### config.mk
export PLATFORM = sky130hd
export DESIGN_NAME = sd_dac_out_flat
export DESIGN_NICKNAME = d
export VERILOG_FILES = /design/src/rtl/sd_dac_out_if.sv /design/src/rtl/sd_dac_out.sv /design/src/flat_wrapper.sv
export SDC_FILE = /design/constraint.sdc
export NUM_CORES = 1
export LEC_CHECK = 0
export CAP_MARGIN = 20
export CELL_PAD_IN_SITES_DETAIL_PLACEMENT = 0
export CELL_PAD_IN_SITES_GLOBAL_PLACEMENT = 2
export CORE_MARGIN = 4
export CORE_UTILIZATION = 37
export CTS_BUF_LIST = sky130_fd_sc_hd__clkbuf_8
export CTS_CLUSTER_SIZE = 24
export DETAILED_ROUTE_END_ITERATION = 16
export PLACE_DENSITY_LB_ADDON = 0.1
export SYNTH_ARGS = -nofsm -noshare
export SYNTH_HDL_FRONTEND = slang
export SYNTH_SLANG_ARGS = --single-unit
### constraint.sdc
create_clock -name clk -period 2.2 [get_ports clk]
set_input_delay 0.22 -clock clk [delete_from_list [all_inputs] [get_ports clk]]
set_output_delay 0.22 -clock clk [all_outputs]
set_load 0.05 [all_outputs]
### src/rtl/sd_dac_out_if.sv
// rtl/sd_dac_out_if.sv - sample handshake between the IIR chain and the DAC output stage
interface sd_dac_out_if;
    logic signed [17:0] sample_in;
    logic               sample_in_rdy;
    logic               sample_req;

    modport master (output sample_in, output sample_in_rdy, input sample_req);
    modport slave  (input sample_in, input sample_in_rdy, output sample_req);
endinterface

### src/rtl/sd_dac_out.sv
// rtl/sd_dac_out.sv - double-buffered sample stage and first-order sigma-delta DAC (optional SD_DAC_DITHER_EN)
module sd_dac_out #(
    parameter int unsigned SAMPLE_PERIOD = 1024
) (
    input  logic            clk,
    input  logic            reset,
    sd_dac_out_if.slave     sample_if,
    input  logic            underrun_clr,
    output logic            dac_out,
    output logic            underrun,
    output logic            overrun
);

    localparam logic [15:0] DIV_LAST = 16'(SAMPLE_PERIOD - 1);

    typedef enum logic {ST_EMPTY, ST_FULL} state_t;

    state_t      state, state_nxt;
    logic [15:0] div_cnt;
    logic        sample_req;
    logic [17:0] active;
    logic [17:0] pending;
    logic        primed;
    logic [18:0] acc;
    logic [17:0] u;
    logic [17:0] u_acc;

    logic load_active, active_from_input, load_pending;
    logic set_underrun, set_overrun;

    wire tick = sample_req;
    wire rdy  = sample_if.sample_in_rdy;

    assign sample_if.sample_req = sample_req;

    always_ff @(posedge clk or posedge reset) begin
        if (reset) begin
            div_cnt    <= '0;
            sample_req <= 1'b0;
        end else begin
            div_cnt    <= (div_cnt == DIV_LAST) ? 16'd0 : div_cnt + 16'd1;
            sample_req <= (div_cnt == DIV_LAST);
        end
    end

    always_ff @(posedge clk or posedge reset) begin
        if (reset) state <= ST_EMPTY;
        else       state <= state_nxt;
    end

    // A strobe coinciding with the tick never counts as overrun: the old pending moves out the same edge.
    always_comb begin
        state_nxt         = state;
        load_active       = 1'b0;
        active_from_input = 1'b0;
        load_pending      = 1'b0;
        set_underrun      = 1'b0;
        set_overrun       = 1'b0;
        case (state)
            ST_EMPTY: begin
                if (tick) begin
                    if (rdy) begin
                        load_active       = 1'b1;
                        active_from_input = 1'b1;
                    end else if (primed) begin
                        set_underrun = 1'b1;
                    end
                end else if (rdy) begin
                    load_pending = 1'b1;
                    state_nxt    = ST_FULL;
                end
            end
            ST_FULL: begin
                if (tick) begin
                    load_active = 1'b1;
                    if (rdy) load_pending = 1'b1;
                    else     state_nxt    = ST_EMPTY;
                end else if (rdy) begin
                    load_pending = 1'b1;
                    set_overrun  = 1'b1;
                end
            end
        endcase
    end

    always_ff @(posedge clk or posedge reset) begin
        if (reset) begin
            active   <= '0;
            pending  <= '0;
            primed   <= 1'b0;
            underrun <= 1'b0;
            overrun  <= 1'b0;
        end else begin
            if (load_active)
                active <= active_from_input ? sample_if.sample_in : pending;
            if (load_pending)
                pending <= sample_if.sample_in;
            if (rdy)
                primed <= 1'b1;
            underrun <= set_underrun | (underrun & ~underrun_clr);
            overrun  <= set_overrun  | (overrun  & ~underrun_clr);
        end
    end

    assign u = {~active[17], active[16:0]};

`ifdef SD_DAC_DITHER_EN
    logic [15:0]        lfsr;
    logic signed [19:0] u_sum;

    always_ff @(posedge clk or posedge reset) begin
        if (reset) lfsr <= 16'hACE1;
        else       lfsr <= {lfsr[14:0], lfsr[15] ^ lfsr[13] ^ lfsr[12] ^ lfsr[10]};
    end

    assign u_sum = $signed({2'b00, u}) + $signed({{16{lfsr[3]}}, lfsr[3:0]});

    always_comb begin
        u_acc = u_sum[17:0];
        if (u_sum < 0)                 u_acc = 18'h00000;
        else if (u_sum > 20'sd262143)  u_acc = 18'h3FFFF;
    end
`else
    assign u_acc = u;
`endif

    // Carry out of the 18-bit phase is the bitstream; only reset clears the phase.
    always_ff @(posedge clk or posedge reset) begin
        if (reset) acc <= '0;
        else       acc <= {1'b0, acc[17:0]} + {1'b0, u_acc};
    end

    assign dac_out = acc[18];

endmodule

### src/flat_wrapper.sv
// flat-port wrapper written by rule: the top's interface ports become plain ports
module sd_dac_out_flat 
#(
    parameter int unsigned SAMPLE_PERIOD = 1024
)
  (clk, reset, underrun_clr, dac_out, underrun, overrun, sample_if_sample_in, sample_if_sample_in_rdy, sample_if_sample_req);
  sd_dac_out_if sample_if_i ();
  input  logic clk;
  input  logic reset;
  input  logic underrun_clr;
  output logic dac_out;
  output logic underrun;
  output logic overrun;
  input wire logic [$bits(sample_if_i.sample_in)-1:0] sample_if_sample_in;
  input wire logic [$bits(sample_if_i.sample_in_rdy)-1:0] sample_if_sample_in_rdy;
  output wire logic [$bits(sample_if_i.sample_req)-1:0] sample_if_sample_req;
  assign sample_if_i.sample_in = sample_if_sample_in;
  assign sample_if_i.sample_in_rdy = sample_if_sample_in_rdy;
  assign sample_if_sample_req = sample_if_i.sample_req;
  sd_dac_out #(.SAMPLE_PERIOD(SAMPLE_PERIOD)) u_core (.clk(clk), .reset(reset), .sample_if(sample_if_i), .underrun_clr(underrun_clr), .dac_out(dac_out), .underrun(underrun), .overrun(overrun));
endmodule
# Word-level counts from Yosys, hierarchy flattened
# Index checks and enable logic that the tools add are counted.
op_classes:
  n_addsub: 2
  eq_ne: 1
  muxes: 16
  bitwise: 7
op_table:
  columns: ["operator", "n"]
  rows:
  - ["18-bit by 18-bit adder with 19-bit output", 1]
  - ["18-bit 2-to-1 mux", 1]
  - ["16-bit by 1-bit adder with 16-bit output (second input constant)", 1]
  - ["16-bit by 10-bit == test with 1-bit output (second input constant)", 1]
  - ["16-bit 2-to-1 mux", 1]
  - ["1-bit 2-to-1 mux", 11]
  - ["1-bit one-hot mux with 2 select lines", 3]
  - ["1-bit NOT", 3]
  - ["1-bit AND", 2]
  - ["1-bit bitwise OR", 2]
totals:
  regBits: 76
  in_bits: 22
  out_inout_bits: 4
  word_cells: 35

# Logic depth before layout (Yosys ltp)
logic_depth:
  ltp_word: 5
  depth_mapped: 8
  mapped_depth_nobuf: 8

# Worst setup path after synthesis
# Ideal clock, no wire load.
synth_path:
  path_kind: "register to register"
  start: "register u_core.active[0]"
  end: "register u_core.acc[14]"
  setup_time_ps: 125
  arrival_time_ps: 1735
  required_ps: 2075
  path_slack_ps: 340
  stages_incl_launch_ff: 9
  path_buffers: 0
  period_less_slack_ps: 1860
  path_cell_list: "dfrtp_1 > ha_1 > inv_1 > fa_1 > nor2b_1 > o2111ai_2 > a32oi_1 > nor2_1 > xnor2_1"
synth_via:
  elab_chain_cells: 1
synth_rtl:
  columns: ["item", "line_no", "text"]
  rows:
  - ["start, declared", "sd_dac_out.sv:21", "logic [17:0] active;"]
  - ["start signal, assigned", "sd_dac_out.sv:95", "active <= active_from_input ? sample_if.sample_in : pending;"]
  - ["18-bit by 18-bit adder with 19-bit output", "sd_dac_out.sv:130", "else acc <= {1'b0, acc[17:0]} + {1'b0, u_acc};"]
  - ["end signal, assigned", "sd_dac_out.sv:130", null]
  - ["end, declared", "sd_dac_out.sv:24", "logic [18:0] acc;"]
# Every way passes these cells.
# A chain may end at the register's enable or synchronous reset.

# Worst setup path after layout
layout_path:
  start: "register u_core.active[0]"
  end: "register u_core.acc[12]"
# The elaborated chain is that of the path after synthesis.

==> summary.md <==
| Metric | Value |
|---|---|
| Top FF cell, synth | dfrtp_1 |
| Worst Hold Class | input port to asynchronous set/reset pin |
| Die area | approximately 12000 sq um |
| Fin. max-slew vios | 0 |
| Routed length per instance | between 10 and 15 microns |
| Syn_nets | between 300 and 400 |
| N_diodes | 0 |
| Combinational share of power | approximately 5.7% |
| First-pass GRT wire length | between 10000 and 15000 microns |
| Pwr Density | approximately 610 nW/um^2 |
| Post-Layout Cell Count | between 500 and 600 |
| Cell Rows | 36 |
| Synth warnings | 0 |
| DRT antenna net count | 0 |
| Pre-CTS setup slack | 96.9 ps |
| Crit end category | register |
| Clock group share of total power | around two fifths |
| Crit path kind | register to register |
| Cells after DPL | a little over 500 |
| Fin crit share | between 90% and 100% |
| Total Routed Length | approximately 7300 microns |
| Vias in the first global route | around 2.8k |
| Later-pin clock latency in the skew report | 340 ps |
| Cell Area, Synth | 3830 sq um |
| Total Nets Final | ~420 |
| Leakage | ~2.2 nW |
| Vias per cell | 4.92 |
| Internal power | between 2 and 2.5 mW |
| Post-synth EDFFs | 0 |
| Die width | about 110 microns |
| Avg Cell Area, Syn | between 10 and 15 sq um |
| # DRC | 0 |
| Total number of vias | approximately 2.6k |
| Setup slack after layout | about 150 ps |
| GRT Total Usage | ~14% |
| Asr flop ratio synth | 100% |
| Flops & latches, synth | 76 |
| 1st-pass router iterations | 4 |
| Sequential cell area fraction in the yosys report | 49.6% |
| Root Driver | clkbuf_8 |
| CTS Buffer Depth | 2 |
| Outcome | finished clean |
| Largest net degree at the start of global routing | 37 |
| Synth cell types | between 40 and 50 |
| Top Ports | 26 |
| # setup viols final | 0 |
| Switching Share | about 22% |
| Total power draw | 2.76 mW |
| Final Critical Period | 2050 ps |
| Post-detail-place hpwl | approximately 5500 microns |
| Worst setup SP type | register |
| H-tree depth | 3 |
| Seq pwr share | between 50% and 60% |
| Share of cells above drive strength 1 | roughly 14% |
| Slew HR | 66.7% |
| WP data arrival | 2310 ps |
| Sw Pwr | approximately 610 uW |
| Die Height | roughly 110 microns |
| Initial antenna violation count | 0 |
| Gate Count Post-Synth | between 300 and 400 |
| Final hold violations | 0 |
| GPL Wtd Cong | between 0.7 and 0.8 |
| Clock sink total | between 70 and 80 |
| Hold slack | approximately 110 ps |
| Maximum clock rate | slightly below 0.5 GHz |
| Worst vdd ir | about 0.29 mV |
| # hold bufs at CTS | 0 |
| Initial Utilization | between 30% and 40% |
| Placeable Area | roughly 10000 sq um |
| Inserted Clock Buffers | 9 |
| Slew @ Worst Pin | approximately 500 ps |
| MaxCap Viol Count | 0 |
| DR iter-0 viols | 91 |
| Register clock-pin slew on the reported worst setup and hold paths | ~80 ps |
| Worst EP required | 2460 ps |
| Area growth, synth to finish | 17.7% |
| # fillers | 972 |
| Crit Path Max Fanout | 4 |
| Final clock skew | slightly above 10 ps |
| TritonCTS clock tree | built |
| Final setup TNS | 0 ps |
| IO Port Bufs | 25 |
| Gr ovfl total | 0 |
==> stage by stage <==
step | utilization (%) | area (sq um)
after floorplan | - | 3830
after global placement | 43.0 | 4280
final | 45.3 | 4510
after detailed placement | 43.0 | 4280
after CTS | 45.1 | 4490
after global routing | 45.3 | 4510
==> routing by layer <==
layer,wire [microns],vias up,part of all wire (%),global-route usage [%]
met4,82,0,1.1,4.54
met1,3790,1235,52,20.2
met2,3280,18,45,21.5
met3,202,6,2.7,3.46
met5,0,-,0,0
li1,-,1297,-,-
==> sequential cells by signal (all words and copies together), names as in the netlist <==
register and cells:
u_core.acc 19, u_core.active 18, u_core.div_cnt 16, u_core.overrun 1
u_core.pending 18, u_core.primed 1, u_core.sample_if.sample_req 1, u_core.state 1
u_core.underrun 1
==> synthesized netlist by cell type (6+ instances only) <==
cell type	n	area, sq um
mux2i_1	19	190
a21oi_1	11	55.1
xnor2_1	12	105
inv_1	13	48.8
nor2_1	20	75.1
xor2_1	14	123
nand2_1	38	143
and3_1	6	37.5
o21ai_0	24	120
dfrtp_1	76	1900
ha_1	19	238
nand3_1	12	60.1
mux2_2	18	203
==> worst paths after layout <==
kind	from	end	slack [ps]	depth (start not counted)
setup / recovery	u_core.active[0]	u_core.acc[12]	150	8
hold / removal	reset	u_core.div_cnt[3]	110	2
setup reg to reg	u_core.active[0]	u_core.acc[12]	150	8
hold reg to reg	u_core.primed	u_core.primed	470	1
max in group asynchronous	reset	u_core.acc[6]	1520	3
min in group clk	u_core.primed	u_core.primed	470	1
==> critical path, stage by stage (launching register included) <==
cell and delay (ps):
dfrtp_1 360, ha_1 160, inv_1 50, fa_1 400, nor2b_1 200, o2111ai_2 220, a21oi_2 220, nor2_1 100
a311oi_2 250
==> power by group through the flow <==
stage | registers, mW | logic, mW | clock network [mW]
5_1_grt | 1.45 | 0.177 | 1.28
6_report | 1.44 | 0.157 | 1.16
4_1_cts | 1.44 | 0.163 | 1.21
2_1_floorplan | 1.47 | 0.0803 | 0
3_3_place_gp | 1.47 | 0.159 | 0
3_5_place_dp | 1.47 | 0.163 | 0
==> cells by family (layout without fill, tap and decap cells) <==
| group | Yosys count | after routing | share of synthesized area, % |
|---|---|---|---|
| AO/OA/AOI/OAI | 68 | 68 | 12.1 |
| XOR/XNOR | 26 | 26 | 5.94 |
| adder cells (fa/ha/maj) | 21 | 21 | 6.98 |
| buffers and inverters | 25 | 62 | 3.03 |
| flip-flops | 76 | 76 | 49.6 |
| multiplexers | 37 | 37 | 10.2 |
| AND/OR/NAND/NOR | 97 | 97 | 12.1 |
==> placed cells by master (no fill, tap or decap), types with 2 or more instances in the layout <==
cell	Yosys	routed
clkdlybuf4s50_1	0	25
nand4_1	4	4
and3_1	6	6
o21bai_1	2	2
clkbuf_8	0	9
bufinv_16	0	2
xnor2_1	12	12
buf_4	5	5
nand2b_1	3	3
a21oi_1	11	10
ha_1	19	19
nand2_1	38	38
a31oi_1	3	3
inv_1	13	13
nor2b_1	3	3
a21oi_2	1	2
mux2i_1	19	19
o21ai_0	24	24
mux2_2	18	18
dfrtp_1	76	76
o2111ai_2	2	2
clkinvlp_4	0	2
xor2_1	14	14
o21a_1	5	5
a21o_1	5	5
nor2_1	20	20
buf_12	0	3
o211ai_1	2	2
and2_1	2	2
and4_1	2	2
nand3_1	12	12
==> repair_timing <==
item	CTS	global route
hold endpoints to repair	0	0
setup endpoints to repair	0	3
resized for setup	0	2
buffers inserted	0	1
==> area by class of cell <==
| cell class | count | area [sq um] | share of cell area [%] |
|---|---|---|---|
| flip-flops and latches | 76 | 1900 | 42.1 |
| multi-input cells | 249 | 1830 | 40.6 |
| repair buffers | 33 | 348 | 7.71 |
| well taps | 133 | 166 | 3.69 |
| clock buffers | 9 | 124 | 2.74 |
| clock inverters | 7 | 92.6 | 2.05 |
| inverters | 13 | 48.8 | 1.08 |
Power figures use the tool's default switching activity.
